==> config.mk <==
export PLATFORM = sky130hd
export DESIGN_NAME = spi_slave_framed
export DESIGN_NICKNAME = d
export VERILOG_FILES = /design/src/rtl/spi_slave_framed_pkg.sv /design/src/rtl/spi_tx_fifo.sv /design/src/rtl/spi_slave_framed.sv
export SDC_FILE = /design/constraint.sdc
export NUM_CORES = 1
export LEC_CHECK = 0
export BUFFER_PORTS_ARGS = -buffer_cell sky130_fd_sc_hd__clkbuf_2
export CAP_MARGIN = 5
export CORE_MARGIN = 4
export CORE_UTILIZATION = 40
export CTS_CLUSTER_DIAMETER = 60
export CTS_CLUSTER_SIZE = 14
export DETAILED_ROUTE_END_ITERATION = 12
export GPL_TIMING_DRIVEN = 0
export PLACE_DENSITY_LB_ADDON = 0.25
export RECOVER_POWER = 25
export SLEW_MARGIN = 20
export SYNTH_ARGS = -nofsm -noshare
export SYNTH_HDL_FRONTEND = slang
export SYNTH_SLANG_ARGS = --single-unit
==> constraint.sdc <==
create_clock -name SCLK -period 3.7 [get_ports SCLK]
set_input_delay 0.185 -clock SCLK [delete_from_list [all_inputs] [get_ports SCLK]]
set_output_delay 0.185 -clock SCLK [all_outputs]
set_load 0.005 [all_outputs]
==> src/rtl/spi_slave_framed_pkg.sv <==
// rtl/spi_slave_framed_pkg.sv - shared constants and bit-ordering helpers for the framed SPI slave
package spi_slave_framed_pkg;

  localparam int DEFAULT_WORD_WIDTH = 32;

  // One frame is the payload plus a trailing flag/pad bit.
  function automatic int frame_len(input int word_width);
    return word_width + 1;
  endfunction

  // Wire position of payload bit idx for the selected bit order.
  function automatic int wire_pos(input int idx, input int word_width, input bit msb_first);
    return msb_first ? (word_width - 1 - idx) : idx;
  endfunction

endpackage

==> src/rtl/spi_tx_fifo.sv <==
// rtl/spi_tx_fifo.sv - slave-to-master word FIFO with level count
module spi_tx_fifo #(
  parameter int WIDTH = 32,
  parameter int DEPTH = 4
) (
  input  logic                         SCLK,
  input  logic                         rst,
  input  logic                         push,
  input  logic                         pop,
  input  logic [WIDTH-1:0]             wdata,
  output logic [WIDTH-1:0]             rdata,
  output logic [$clog2(DEPTH+1)-1:0]   level,
  output logic                         full,
  output logic                         empty
);

  localparam int PW = $clog2(DEPTH);
  localparam int LW = $clog2(DEPTH + 1);

  logic [WIDTH-1:0] mem [DEPTH];
  logic [PW-1:0]    wr_ptr;
  logic [PW-1:0]    rd_ptr;

  assign rdata = mem[rd_ptr];
  assign full  = (level == LW'(DEPTH));
  assign empty = (level == '0);

  always_ff @(posedge SCLK) begin
    if (rst && push) begin
      mem[wr_ptr] <= wdata;
    end
  end

  // Callers never push when full or pop when empty, so the level cannot wrap.
  always_ff @(posedge SCLK) begin
    if (!rst) begin
      wr_ptr <= '0;
      rd_ptr <= '0;
      level  <= '0;
    end else begin
      if (push) wr_ptr <= wr_ptr + PW'(1);
      if (pop)  rd_ptr <= rd_ptr + PW'(1);
      case ({push, pop})
        2'b10:   level <= level + LW'(1);
        2'b01:   level <= level - LW'(1);
        default: level <= level;
      endcase
    end
  end

endmodule

==> src/rtl/spi_slave_framed.sv <==
// rtl/spi_slave_framed.sv - chip-select-less SPI slave exchanging fixed-length flagged frames
module spi_slave_framed
  import spi_slave_framed_pkg::*;
#(
  parameter int WORD_WIDTH = DEFAULT_WORD_WIDTH,
  parameter int TX_DEPTH   = 4,
  parameter bit FLAG_MODE  = 1'b0,
  parameter bit MSB_FIRST  = 1'b0
) (
  input  logic                             SCLK,
  input  logic                             rst,
  input  logic                             MOSI,
  output logic                             MISO,
  output logic [WORD_WIDTH-1:0]            rx_data,
  output logic                             rx_valid,
  input  logic [WORD_WIDTH-1:0]            tx_data,
  input  logic                             tx_valid,
  output logic                             tx_ready,
  output logic [$clog2(TX_DEPTH+1)-1:0]    tx_level
);

  localparam int FRAME_LEN = frame_len(WORD_WIDTH);
  localparam int CW        = $clog2(FRAME_LEN);
  localparam logic [CW-1:0] LAST_BIT = CW'(WORD_WIDTH);

  logic [CW-1:0]         bit_cnt;
  logic                  last_bit;
  logic [WORD_WIDTH-1:0] rx_shift;
  logic [WORD_WIDTH-1:0] rx_next;
  logic [WORD_WIDTH-1:0] tx_shift;
  logic                  tx_flag;
  logic [WORD_WIDTH:0]   tx_wire;
  logic                  miso_next;
  logic                  fifo_full;
  logic                  fifo_empty;
  logic                  push;
  logic                  pop;
  logic [WORD_WIDTH-1:0] fifo_rdata;

  assign last_bit = (bit_cnt == LAST_BIT);
  assign tx_ready = !fifo_full;
  assign push     = tx_valid && !fifo_full;
  assign pop      = last_bit && !fifo_empty;

  spi_tx_fifo #(
    .WIDTH (WORD_WIDTH),
    .DEPTH (TX_DEPTH)
  ) u_tx_fifo (
    .SCLK  (SCLK),
    .rst   (rst),
    .push  (push),
    .pop   (pop),
    .wdata (tx_data),
    .rdata (fifo_rdata),
    .level (tx_level),
    .full  (fifo_full),
    .empty (fifo_empty)
  );

  always_comb begin
    rx_next = rx_shift;
    for (int i = 0; i < WORD_WIDTH; i++) begin
      if (bit_cnt == CW'(wire_pos(i, WORD_WIDTH, MSB_FIRST))) rx_next[i] = MOSI;
    end
  end

  always_comb begin
    tx_wire = '0;
    tx_wire[WORD_WIDTH] = tx_flag;
    for (int i = 0; i < WORD_WIDTH; i++) begin
      tx_wire[wire_pos(i, WORD_WIDTH, MSB_FIRST)] = tx_shift[i];
    end
  end

  always_comb begin
    miso_next = 1'b0;
    for (int k = 0; k <= WORD_WIDTH; k++) begin
      if (bit_cnt == CW'(k)) miso_next = tx_wire[k];
    end
  end

  always_ff @(posedge SCLK) begin
    if (!rst) begin
      bit_cnt  <= '0;
      rx_shift <= '0;
      rx_data  <= '0;
      rx_valid <= 1'b0;
      tx_shift <= '0;
      tx_flag  <= 1'b0;
    end else begin
      bit_cnt  <= last_bit ? '0 : bit_cnt + CW'(1);
      rx_shift <= rx_next;
      rx_valid <= 1'b0;
      if (last_bit) begin
        if (!FLAG_MODE || MOSI) begin
          rx_data  <= rx_shift;
          rx_valid <= 1'b1;
        end
        // Next frame's word comes only from the FIFO head; no same-edge bypass.
        tx_shift <= fifo_empty ? '0 : fifo_rdata;
        tx_flag  <= !fifo_empty;
      end
    end
  end

  // bit_cnt already points at the upcoming wire bit when SCLK falls.
  always_ff @(negedge SCLK) begin
    if (!rst) MISO <= 1'b0;
    else      MISO <= miso_next;
  end

endmodule

== Yosys cells after proc, flatten, opt, wreduce, memory -nomap -nowiden ==
Memory sizes are Yosys's and may differ from the RTL's. A register that Yosys moved wholly into a read port is not among the register bits.
Cells that the tools add are included.

* Register bits: 112
* Memory bits (writable): 128
* Input bits: 36
* Output and inout bits: 38
* Word-level logic and storage cells: 132
* Memories kept: 1

* Add/sub/neg operators: 5
* Equal/unequal tests: 35
* Muxes and demuxes: 40
* Bitwise logic cells: 1
* Reduce and logical (&&, ||, !) cells: 9

{| class="wikitable"
|+ Memory list
! name !! depth !! width !! rd ports !! clocked after Yosys merged registers in !! write ports !! RTL line !! text
|-
| u_tx_fifo.mem || 4 || 32 || 1 || 1 || 1 || spi_tx_fifo.sv:20 || <nowiki>logic [WIDTH-1:0] mem [DEPTH];</nowiki>
|}

{| class="wikitable"
|+ Operator list
! operator !! count
|-
| 6-bit by 5-bit == test with 1-bit output, second input constant || 16
|-
| 6-bit by 4-bit == test with 1-bit output, second input constant || 8
|-
| 1-bit two-way mux || 36
|-
| 32-bit two-way mux || 1
|-
| 6-bit by 3-bit == test with 1-bit output, second input constant || 4
|-
| 6-bit by 2-bit == test with 1-bit output, second input constant || 2
|-
| 6-bit by 1-bit adder with 6-bit output, second input constant || 1
|-
| 6-bit by 1-bit == test with 1-bit output, second input constant || 1
|-
| 6-bit == test, second input constant || 1
|-
| 6-bit logical NOT || 1
|-
| 3-bit one-hot mux with 2 select lines || 1
|-
| 2-bit by 1-bit adder with 2-bit output, second input constant || 2
|-
| 2-bit two-way mux || 2
|-
| 3-bit by 1-bit adder with 3-bit output, second input constant || 1
|-
| 3-bit == test, second input constant || 1
|-
| 1-bit logical AND || 3
|-
| 3-bit logical NOT || 1
|-
| 3-bit by 1-bit subtractor with 3-bit output, second input constant || 1
|-
| 2-bit by 1-bit == test with 1-bit output, second input constant || 1
|-
| 2-bit == test, second input constant || 1
|-
| 1-bit logical NOT || 2
|-
| 2-bit nonzero test || 1
|-
| 2-bit OR reduction || 1
|-
| 1-bit NOT || 1
|}

== Depth between registers and ports, before layout ==
Gate-level depths: netlist of run 1.

* Word-level depth: 34
* Depth in mapped cells: 12
* Mapped depth without buffers: 11

== Hierarchy ==
Synthesis of run 1 repeated with hierarchy kept, for this count alone.

* Cells, all modules: 735
* Area, all modules: 9605.5 um2

{| class="wikitable"
|+ Modules (own cells, without submodules)
! module !! instances !! cells an instance !! area an instance (um2) !! seq. area each (um2)
|-
| spi_tx_fifo || 1 || 214 || 5112.4 || 4023.9
|-
| spi_slave_framed || 1 || 521 || 4493.1 || 2102.0
|}

==> results.yml, run 1 <==
detailed_routing:
  vias: 6218
  drc: 0
  firstDrtPassIters: 5
  drt_iter0_drc: 339
  detail-route-antenna-nets: 0
  vias_per_cell: 5.03
  route.detailed.wl_per_inst_um: 16.7
  wirelength_um: 20600
clocking:
  cts_buffer_depth: 3
  clockRootBuffer: "clkbuf_16"
  numCtsBuffers: 23
  clk_latency_ns: 0.56
  cts_tree: "built"
  cts_max_level: 1
  clk_pin_slew_ns: 0.07
  cts.sinks: 242
worst_setup_path:
  worst-r2r-setup-slack_ns: -0.05
  timing.rr.start: "bit_cnt[1]"
  reg2reg_to: "MISO"
  required_ns: 2.32
  worst_r2r_path_depth: 8
  critPathLaunchType: "flip-flop"
  arrival_ns: 2.38
  critPathMaxFanout: 6
  criticalPathCategory: "flip-flop to flip-flop"
  end_kind: "flip-flop"
cells_and_area:
  final_common_cell: "nand2_1"
  final_core_util: 0.499
  fin_cells: 1235
  nNetsFinal: 946
  drive_gt1_frac: 0.205
  layout_common_cells: "144 x nand2_1, 128 x edfxtp_1, 112 x dfxtp_1, 62 x a21boi_0, 60 x clkbuf_1"
  syn_to_final_growth_pct: 22.2
  diodes: 0
timing:
  slew_headroom: 0.441
  worst_pin_slew_ns: 0.838
  rsz0062_at_grt: "yes"
  slew_viol_final: 0
  setup_slack_ns: -0.0541
  clock_skew_ns: 0.0649
  setup-tns-final_ns: -0.0541
  hold_viol_final: 0
  setup_viol: 1
grt:
  grt_usage: 0.155
  grt_first_pass_wirelength_um: 33100
  grt_max_degree: 29
  grt_overflow: 0
  grt_antenna_before_repair: 0
  grt_pass1_vias: 6014
floorplan:
  die_w_um: 163
  start_util: 0.408
  die_y_um: 163
  die_area_sq_um: 26700
  rows: 56
  core_area_sq_um: 23600
  num_io_pins: 74
power_and_ir_drop:
  peakVddDrop_mv: 0.382
  fin_total_pwr_mw: 5.41
  p_leak_nw: 3.95
  power_density_nw_per_um2: 459
job:
  cap_violations: 0
yosys:
  synth_nets: 802
  synth_seq_area_share: 0.635
  synth.avg_cell_area_sq_um: 12.8
  ys_types: 54
  synth_top_cell_area_share: 0.399
  ys_ff_latch: 242
  synth-async-reset-ratio: 0
  synth_edf_count: 128
  yosys_warnings: 0
  ys.flop_type: "edfxtp_1"
  syn_area_sq_um: 9640
  synth_area_leader_cell: "edfxtp_1"
  synthCells: 756
  synth_area_leaders: "edfxtp_1 40%, dfxtp_1 24%, mux4_2 7.5%"
min_path:
  min_path_cells: 3
  hold_path.class: "input port to flip-flop"
  min_to: "rx_valid"
  hp-start: "rst"
placement:
  routabilityCongestion: 0.847
  dp.cells: 1151
  dp_hpwl_um: 14000
  dp_worst_setup_slack_ns: -0.730
  port_buffers: 72
status:
  violations: "negative setup slack"
  outcome: "complete, but fails checks"
==> final cells by class <==
| class | count | area [sq um] |
|---|---|---|
| inverter | 13 | 53.8 |
| clock inverter | 8 | 58.8 |
| fill | 2110 | 11800 |
| clock buffer | 34 | 638 |
| sequential | 242 | 6130 |
| buffer | 54 | 340 |
| multi-input combinational | 443 | 3300 |
| timing repair buffer | 122 | 857 |
| tap | 319 | 399 |
==> synthesized netlist by cell type (9+ instances only) <==
library cell	instances
clkbuf_1	35
inv_1	14
nand3_1	35
nor2b_1	9
ha_1	9
o21ai_0	20
edfxtp_1	128
dfxtp_1	114
a21oi_1	14
mux4_2	32
a21boi_0	63
a22o_1	29
nor2_1	15
and2_1	10
nand2_1	144
==> how the worst max path moves through the flow <==
stage | cells after the start | end | startpoint | slack [ns]
after floorplan | 9 | MISO | bit_cnt[0] | 0.05
after global placement | 10 | MISO | bit_cnt[0] | -0.69
after detailed placement | 10 | MISO | bit_cnt[0] | -0.73
after CTS | 8 | MISO | bit_cnt[0] | -0.06
after global routing | 8 | MISO | bit_cnt[1] | -0.11
final | 8 | MISO | bit_cnt[1] | -0.05
==> registers in the layout (all words and copies together) (netlist names), named ones only <==
name / count
u_tx_fifo.mem: 128
rx_data: 32
rx_shift: 32
tx_shift: 32
bit_cnt: 6
u_tx_fifo.level: 3
u_tx_fifo.rd_ptr: 2
u_tx_fifo.wr_ptr: 2
MISO: 1
rx_valid: 1
tx_flag: 1
==> where the power goes <==
group | internal (mW) | leakage [nW] | switching (mW)
sequential | 2.88 | 2.08 | 0.0196
combinational | 0.140 | 1.53 | 0.180
clock | 1.21 | 0.345 | 0.984
==> cell families after synthesis <==
group	count (synthesis)	share of synthesized area
adders and majority gates	10	0.0138
and+or+nand+nor	245	0.120
AOI/OAI and AO/OA	147	0.110
buffers and inverters	71	0.0381
muxes	32	0.0747
DFF	242	0.635
xor gates and xnor gates	9	0.00817
==> metrics by stage <==
stage | hold WS, ns | cell area (sq um)
4_1_cts | 0.203 | 11700
3_3_place_gp | 0.404 | 10400
3_5_place_dp | 0.407 | 10500
6_report | 0.206 | 11800
5_1_grt | 0.247 | 11800
2_1_floorplan | 0.284 | 9640
==> critical path, cell delays in order, from the launching register on <==
cell,delay (ns)
dfxtp_4,0.41
inv_4,0.06
ha_4,0.18
or2_4,0.27
o311ai_4,0.26
o311ai_2,0.17
a21oi_2,0.19
o221ai_2,0.13
a21oi_2,0.21
==> what timing repair did <==
action / 4_1_cts / 5_1_grt
endpoints found under the hold margin: 130 / 0
gates resized for setup: 37 / 30
setup buffers: 8 / 5
hold buffers: 33 / 0
pin swaps: 9 / 10
setup endpoints to repair: 1 / 1
==> per-layer routing <==
metal / vias to the layer above / share of wire / track usage
met4: 0 / 0.027 / 0.0461
met5: - / 0 / 0
li1: 3047 / - / -
met1: 2974 / 0.46 / 0.220
met3: 39 / 0.046 / 0.0237
met2: 158 / 0.47 / 0.249
Note: power is estimated with default switching activity, not from simulation.
==> inputs of run 2 (changes only) <==
BUFFER_PORTS_ARGS = unset   (was -buffer_cell sky130_fd_sc_hd__clkbuf_2)
DONT_BUFFER_PORTS = 1   (was unset)
==> run 2 against run 1 <==
The flow still finishes with violations (negative setup slack). Cell area decreased by 2.8%. Count of clock-buffer cells in the layout decreased by 2. Global-route usage about the same. Register-to-register slack about the same. Critical path type unchanged. Critical endpoint unchanged. Largest cell class unchanged. Highest routed layer unchanged.
==> results.yml, run 2 (same netlist as run 1, synthesis figures left out) <==
clocking:
  clk_pin_slew_ns: 0.07
  numCtsBuffers: 23
  cts.sinks: 242
  clk_latency_ns: 0.56
  cts_tree: "built"
  clockRootBuffer: "clkbuf_16"
  cts_max_level: 1
  cts_buffer_depth: 3
grt:
  grt_overflow: 0
  grt_max_degree: 29
  grt_usage: 0.155
  grt_pass1_vias: 5959
  grt_antenna_before_repair: 0
  grt_first_pass_wirelength_um: 33000
min_path:
  hold_path.class: "input port to flip-flop"
power_and_ir_drop:
  p_comb_frac: 0.056
  p_clk_frac: 0.413
  pwr-share-seq: 0.531
  peakVddDrop_mv: 0.377
  p_leak_nw: 3.71
  power_density_nw_per_um2: 477
  switching_share: 0.218
  fin_total_pwr_mw: 5.45
  p_int_mw: 4.26
  power.switching_mw: 1.19
detailed_routing:
  firstDrtPassIters: 6
  drc: 0
  detail-route-antenna-nets: 0
  vias: 5955
  vias_per_cell: 5.13
  wirelength_um: 20700
  drt_iter0_drc: 357
  route.detailed.wl_per_inst_um: 17.8
cells_and_area:
  nFillCells: 2092
  diodes: 0
  fin_cells: 1161
  regMostFlops: "u_tx_fifo.mem"
  drive_gt1_frac: 0.164
  syn_to_final_growth_pct: 18.7
  final_common_cell: "nand2_1"
  nNetsFinal: 872
  largest_register_ffs: 128
  layout_common_cells: "144 x nand2_1, 128 x edfxtp_1, 112 x dfxtp_1, 62 x a21boi_0, 35 x nand3_1"
  regArea_sq_um: 6130
  multi_input_area_sq_um: 3290
worst_setup_path:
  critPathLaunchType: "flip-flop"
  crit_top_cell: "a21oi_2"
  critPathMaxStageDelay_ns: 0.38
  required_ns: 2.33
  crit_chain: "inv_2 > ha_4 > buf_4 > nor2b_1 > o311ai_4 > o311ai_2 > a21oi_2 > o221ai_2 > a21oi_2"
  end_kind: "flip-flop"
  critPathMaxFanout: 3
  criticalPathCategory: "flip-flop to flip-flop"
  cpMaxStageDelayCell: "dfxtp_4"
  arrival_ns: 2.37
floorplan:
  die_w_um: 163
  die_y_um: 163
  num_io_pins: 74
  core_area_sq_um: 23600
  rows: 56
  die_area_sq_um: 26700
  start_util: 0.408
timing:
  rsz0062_at_grt: "yes"
  worst_pin_slew_ns: 0.880
  setup-tns-final_ns: -0.0462
  setup_slack_ns: -0.0462
  clock_skew_ns: 0.0504
  slew_headroom: 0.413
  slew_viol_final: 0
  hold_viol_final: 0
  setup_viol: 1
job:
  cap_violations: 0
status:
  outcome: "complete, but fails checks"
  violations: "negative setup slack"
placement:
  dp_hpwl_um: 14000
  dp_worst_setup_slack_ns: -0.697
  dp.cells: 1079
  port_buffers: 0
  routabilityCongestion: 0.856
[run 2: cell count changes in the layout (fill, tap and decap cells not counted), sizes merged]
| cell | change |
|---|---|
| clkinv | -1 |
| clkinvlp | +2 |
| clkbuf | -72 |
| buf | -4 |
| bufinv | +1 |
[run 2: repair_timing]
item                                    in CTS  in global routing
hold endpoints to repair                   130                  0
endpoints found under the setup margin       1                  1
resized for setup                           36                 22
buffers inserted                             8                  2
pin swaps                                    8                  8
hold buffers                                33                  0
[run 2: final cells by class]
class                      instances  share of cell area
buffer                            55              0.0305
timing repair buffer              47              0.0441
clock buffer                      32              0.0541
multi-input combinational        443               0.288
sequential                       242               0.536
inverter                          13             0.00448
tap                              319              0.0349
clock inverter                    10             0.00853
[run 2: routing by layer]
metal / track usage / wire [um]
met1: 0.211 / 9200
met2: 0.257 / 9860
met3: 0.0265 / 1100
met4: 0.0435 / 492
met5: 0 / 0
[run 2: power by group through the flow]
stage / registers [mW] / logic [mW] / clock network [mW]
floorplan: 2.95 / 0.152 / 0.00338
global placement: 2.95 / 0.215 / 0.00338
detailed placement: 2.95 / 0.225 / 0.00338
CTS: 2.89 / 0.293 / 2.31
global route: 2.90 / 0.333 / 2.44
finish: 2.90 / 0.307 / 2.25
[run 2: final timing paths]
check	start	endpoint	slack, ns	depth (start not counted)
max reg2reg	bit_cnt[1]	MISO	-0.05	9
min reg2reg	rx_shift[28]	rx_data[28]	0.45	2
min	MOSI	rx_shift[20]	0.10	3
max	bit_cnt[1]	MISO	-0.05	9
[run 2: per-stage QoR]
step | instance area (sq um) | util | hold WS [ns]
final | 11400 | 0.485 | 0.102
after global routing | 11400 | 0.485 | 0.123
after CTS | 11400 | 0.481 | 0.0760
after detailed placement | 10100 | 0.430 | 0.284
after global placement | 10000 | 0.425 | 0.284
after floorplan | 9640 | - | 0.284
[run 2: worst max-delay path: cells and delay by family (launching register included)]
family / cells / cell delay, ns
buf+inv: 2 / 0.21
compound gates: 5 / 0.96
fa+ha+maj: 1 / 0.18
flops: 1 / 0.38
simple gates: 1 / 0.14
==> inputs of run 3 (changes only) <==
ABC_AREA = 1   (was unset)
clock period = 3.9 ns   (was 3.7 ns; I/O delays follow)
==> run 3 against run 2 <==
The flow still finishes with violations (negative setup slack). Utilization up 0.15 points. Power down 9.3%. Largest cell class unchanged. Register-to-register slack worse by 0.75 ns. Synthesized cell count up 20%. Combinational power down 22%. Die area down 3.5%. Critical path type unchanged. Clock skew up 0.0076 ns. Worst hold slack better by 0.046 ns. Synthesized area down 3.6%. Setup slack worse by 0.75 ns. Final cell count up 13%. Global-route usage up 2.0 points.
==> results.yml, run 3 <==
status:
  outcome: "complete, but fails checks"
  violations: "negative setup slack"
floorplan:
  num_io_pins: 74
  start_util: 0.408
  die_y_um: 160
  rows: 55
  die_area_sq_um: 25700
  core_area_sq_um: 22800
  die_w_um: 160
power_and_ir_drop:
  fin_total_pwr_mw: 4.95
  p_leak_nw: 3.91
  power_density_nw_per_um2: 447
  peakVddDrop_mv: 0.307
clocking:
  cts_tree: "built"
  clk_latency_ns: 0.56
  cts_max_level: 1
  numCtsBuffers: 21
  clk_pin_slew_ns: 0.07
  clockRootBuffer: "clkbuf_16"
  cts_buffer_depth: 3
  cts.sinks: 242
yosys:
  yosys_warnings: 0
  synth_seq_area_share: 0.659
  synth_top_cell_area_share: 0.414
  synth.avg_cell_area_sq_um: 10.3
  synth_edf_count: 128
  synth_nets: 951
  syn_area_sq_um: 9290
  ys.flop_type: "edfxtp_1"
  ys_ff_latch: 242
  synth_common_cells: "151 x nand2_1, 128 x edfxtp_1, 114 x dfxtp_1, 91 x o21ai_0, 79 x inv_1"
  synth_area_leader_cell: "edfxtp_1"
  ys_types: 27
  synth-async-reset-ratio: 0
  yosysMostFrequentCell: "nand2_1"
  synthCells: 905
  synth_area_leaders: "edfxtp_1 41%, dfxtp_1 25%, nand2_1 6.1%"
detailed_routing:
  detail-route-antenna-nets: 0
  vias_per_cell: 5.07
  wirelength_um: 22900
  route.detailed.wl_per_inst_um: 17.5
  firstDrtPassIters: 6
  drt_iter0_drc: 531
  drc: 0
  vias: 6648
placement:
  dp_hpwl_um: 15700
  routabilityCongestion: 0.914
  dpl-instance-area_sq_um: 9890
  port_buffers: 0
  dp.cells: 1222
timing:
  worst_pin_slew_ns: 0.857
  clock_skew_ns: 0.0580
  setup_viol: 1
  slew_viol_final: 0
  rsz0062_at_grt: "yes"
  setup_slack_ns: -0.793
  slew_headroom: 0.427
  hold_viol_final: 0
worst_setup_path:
  critPathMaxFanout: 5
  criticalPathCategory: "flip-flop to flip-flop"
  arrival_ns: 3.24
  required_ns: 2.45
  end_kind: "flip-flop"
  crit_top_cell: "nand2_1"
  cpMaxStageDelayCell: "dfxtp_4"
  critPathLaunchType: "flip-flop"
  critPathMaxStageDelay_ns: 0.36
cells_and_area:
  regMostFlops: "u_tx_fifo.mem"
  final_common_cell: "nand2_1"
  largest_register_ffs: 128
  diodes: 0
  fin_area_sq_um: 11100
  nNetsFinal: 1029
  layout_common_cells: "144 x nand2_1, 128 x edfxtp_1, 108 x dfxtp_1, 90 x o21ai_0, 78 x inv_1"
  syn_to_final_growth_pct: 19.2
  nFillCells: 2100
  fin_cells: 1311
  drive_gt1_frac: 0.0892
grt:
  grt_overflow: 0
  grt_usage: 0.175
  grt_pass1_vias: 6553
  grt_antenna_before_repair: 0
  grt_first_pass_wirelength_um: 36300
  grt_max_degree: 21
min_path:
  hold_path.class: "input port to flip-flop"
job:
  cap_violations: 0
run 3: cell count changes after synthesis, moves of 20 or more:
cell,previous run,this run
o22ai_1,2,29
a32o_1,0,20
a22o_1,29,0
mux4_2,32,0
nor2_1,15,77
inv_1,14,79
a21oi_1,14,78
o21ai_0,20,91
a21boi_0,63,2
run 3: logic make-up after synthesis:
| family | count (synthesis) | share of synthesized area |
|---|---|---|
| compound gates | 234 | 0.145 |
| flops | 242 | 0.659 |
| simple gates | 288 | 0.128 |
| buf+inv | 131 | 0.0537 |
| fa+ha+maj | 10 | 0.0143 |
run 3: path summary, 6_finish.rpt:
path	startpoint	to	slack [ns]	cells past startpoint
max	bit_cnt[4]	MISO	-0.79	34
min	MOSI	rx_shift[27]	0.15	3
max reg2reg	bit_cnt[4]	MISO	-0.79	34
min reg2reg	rx_shift[31]	rx_data[31]	0.45	2
run 3: stage by stage:
step           hold slack, ns  TNS (ns)  setup WS, ns  utilization
5_1_grt                 0.155     -1.24         -1.12        0.486
3_3_place_gp            0.294    -0.975        -0.975        0.428
4_1_cts                 0.113    -0.830        -0.830        0.484
3_5_place_dp            0.294    -0.977        -0.977        0.434
6_report                0.149    -0.793        -0.793        0.486
2_1_floorplan           0.294    -0.351        -0.351            -
run 3: metal layers:
layer  vias to the layer above  global-route usage  part of all wire  wire, um
met4                         0              0.0426             0.023       534
met1                      3147               0.236              0.45     10300
met3                        34              0.0303             0.059      1340
met5                         -                   0                 0         0
met2                       170               0.296              0.47     10700
li1                       3297                   -                 -         -
run 3: repair_timing:
item                                    in CTS  in global routing
cloned                                       1                  0
endpoints found under the hold margin      149                  0
endpoints found under the setup margin       1                  1
resized for setup                           14                  4
pin swaps                                    7                  4
hold buffers                                35                  0
setup buffers                                9                  6
run 3: critical path: cells and delay by family (launching register included):
kind	cells	cell delay [ns]
compound gates	1	0.07
buf+inv	4	0.45
flops	1	0.36
simple gates	29	1.89
run 3: cell type report:
type	count	area [sq um]	area share
tap	313	392	0.0354
multi-input combinational	532	2800	0.252
inverter	86	328	0.0296
buffer	44	176	0.0159
clock buffer	35	609	0.0550
sequential	242	6140	0.555
timing repair buffer	55	611	0.0551
clock inverter	4	21.3	0.00192
run 3: report_power, final:
part / internal, mW / total [mW] / switching [mW]
sequential: 2.73 / 2.75 / 0.0189
clock: 1.07 / 1.97 / 0.895
combinational: 0.0936 / 0.238 / 0.145
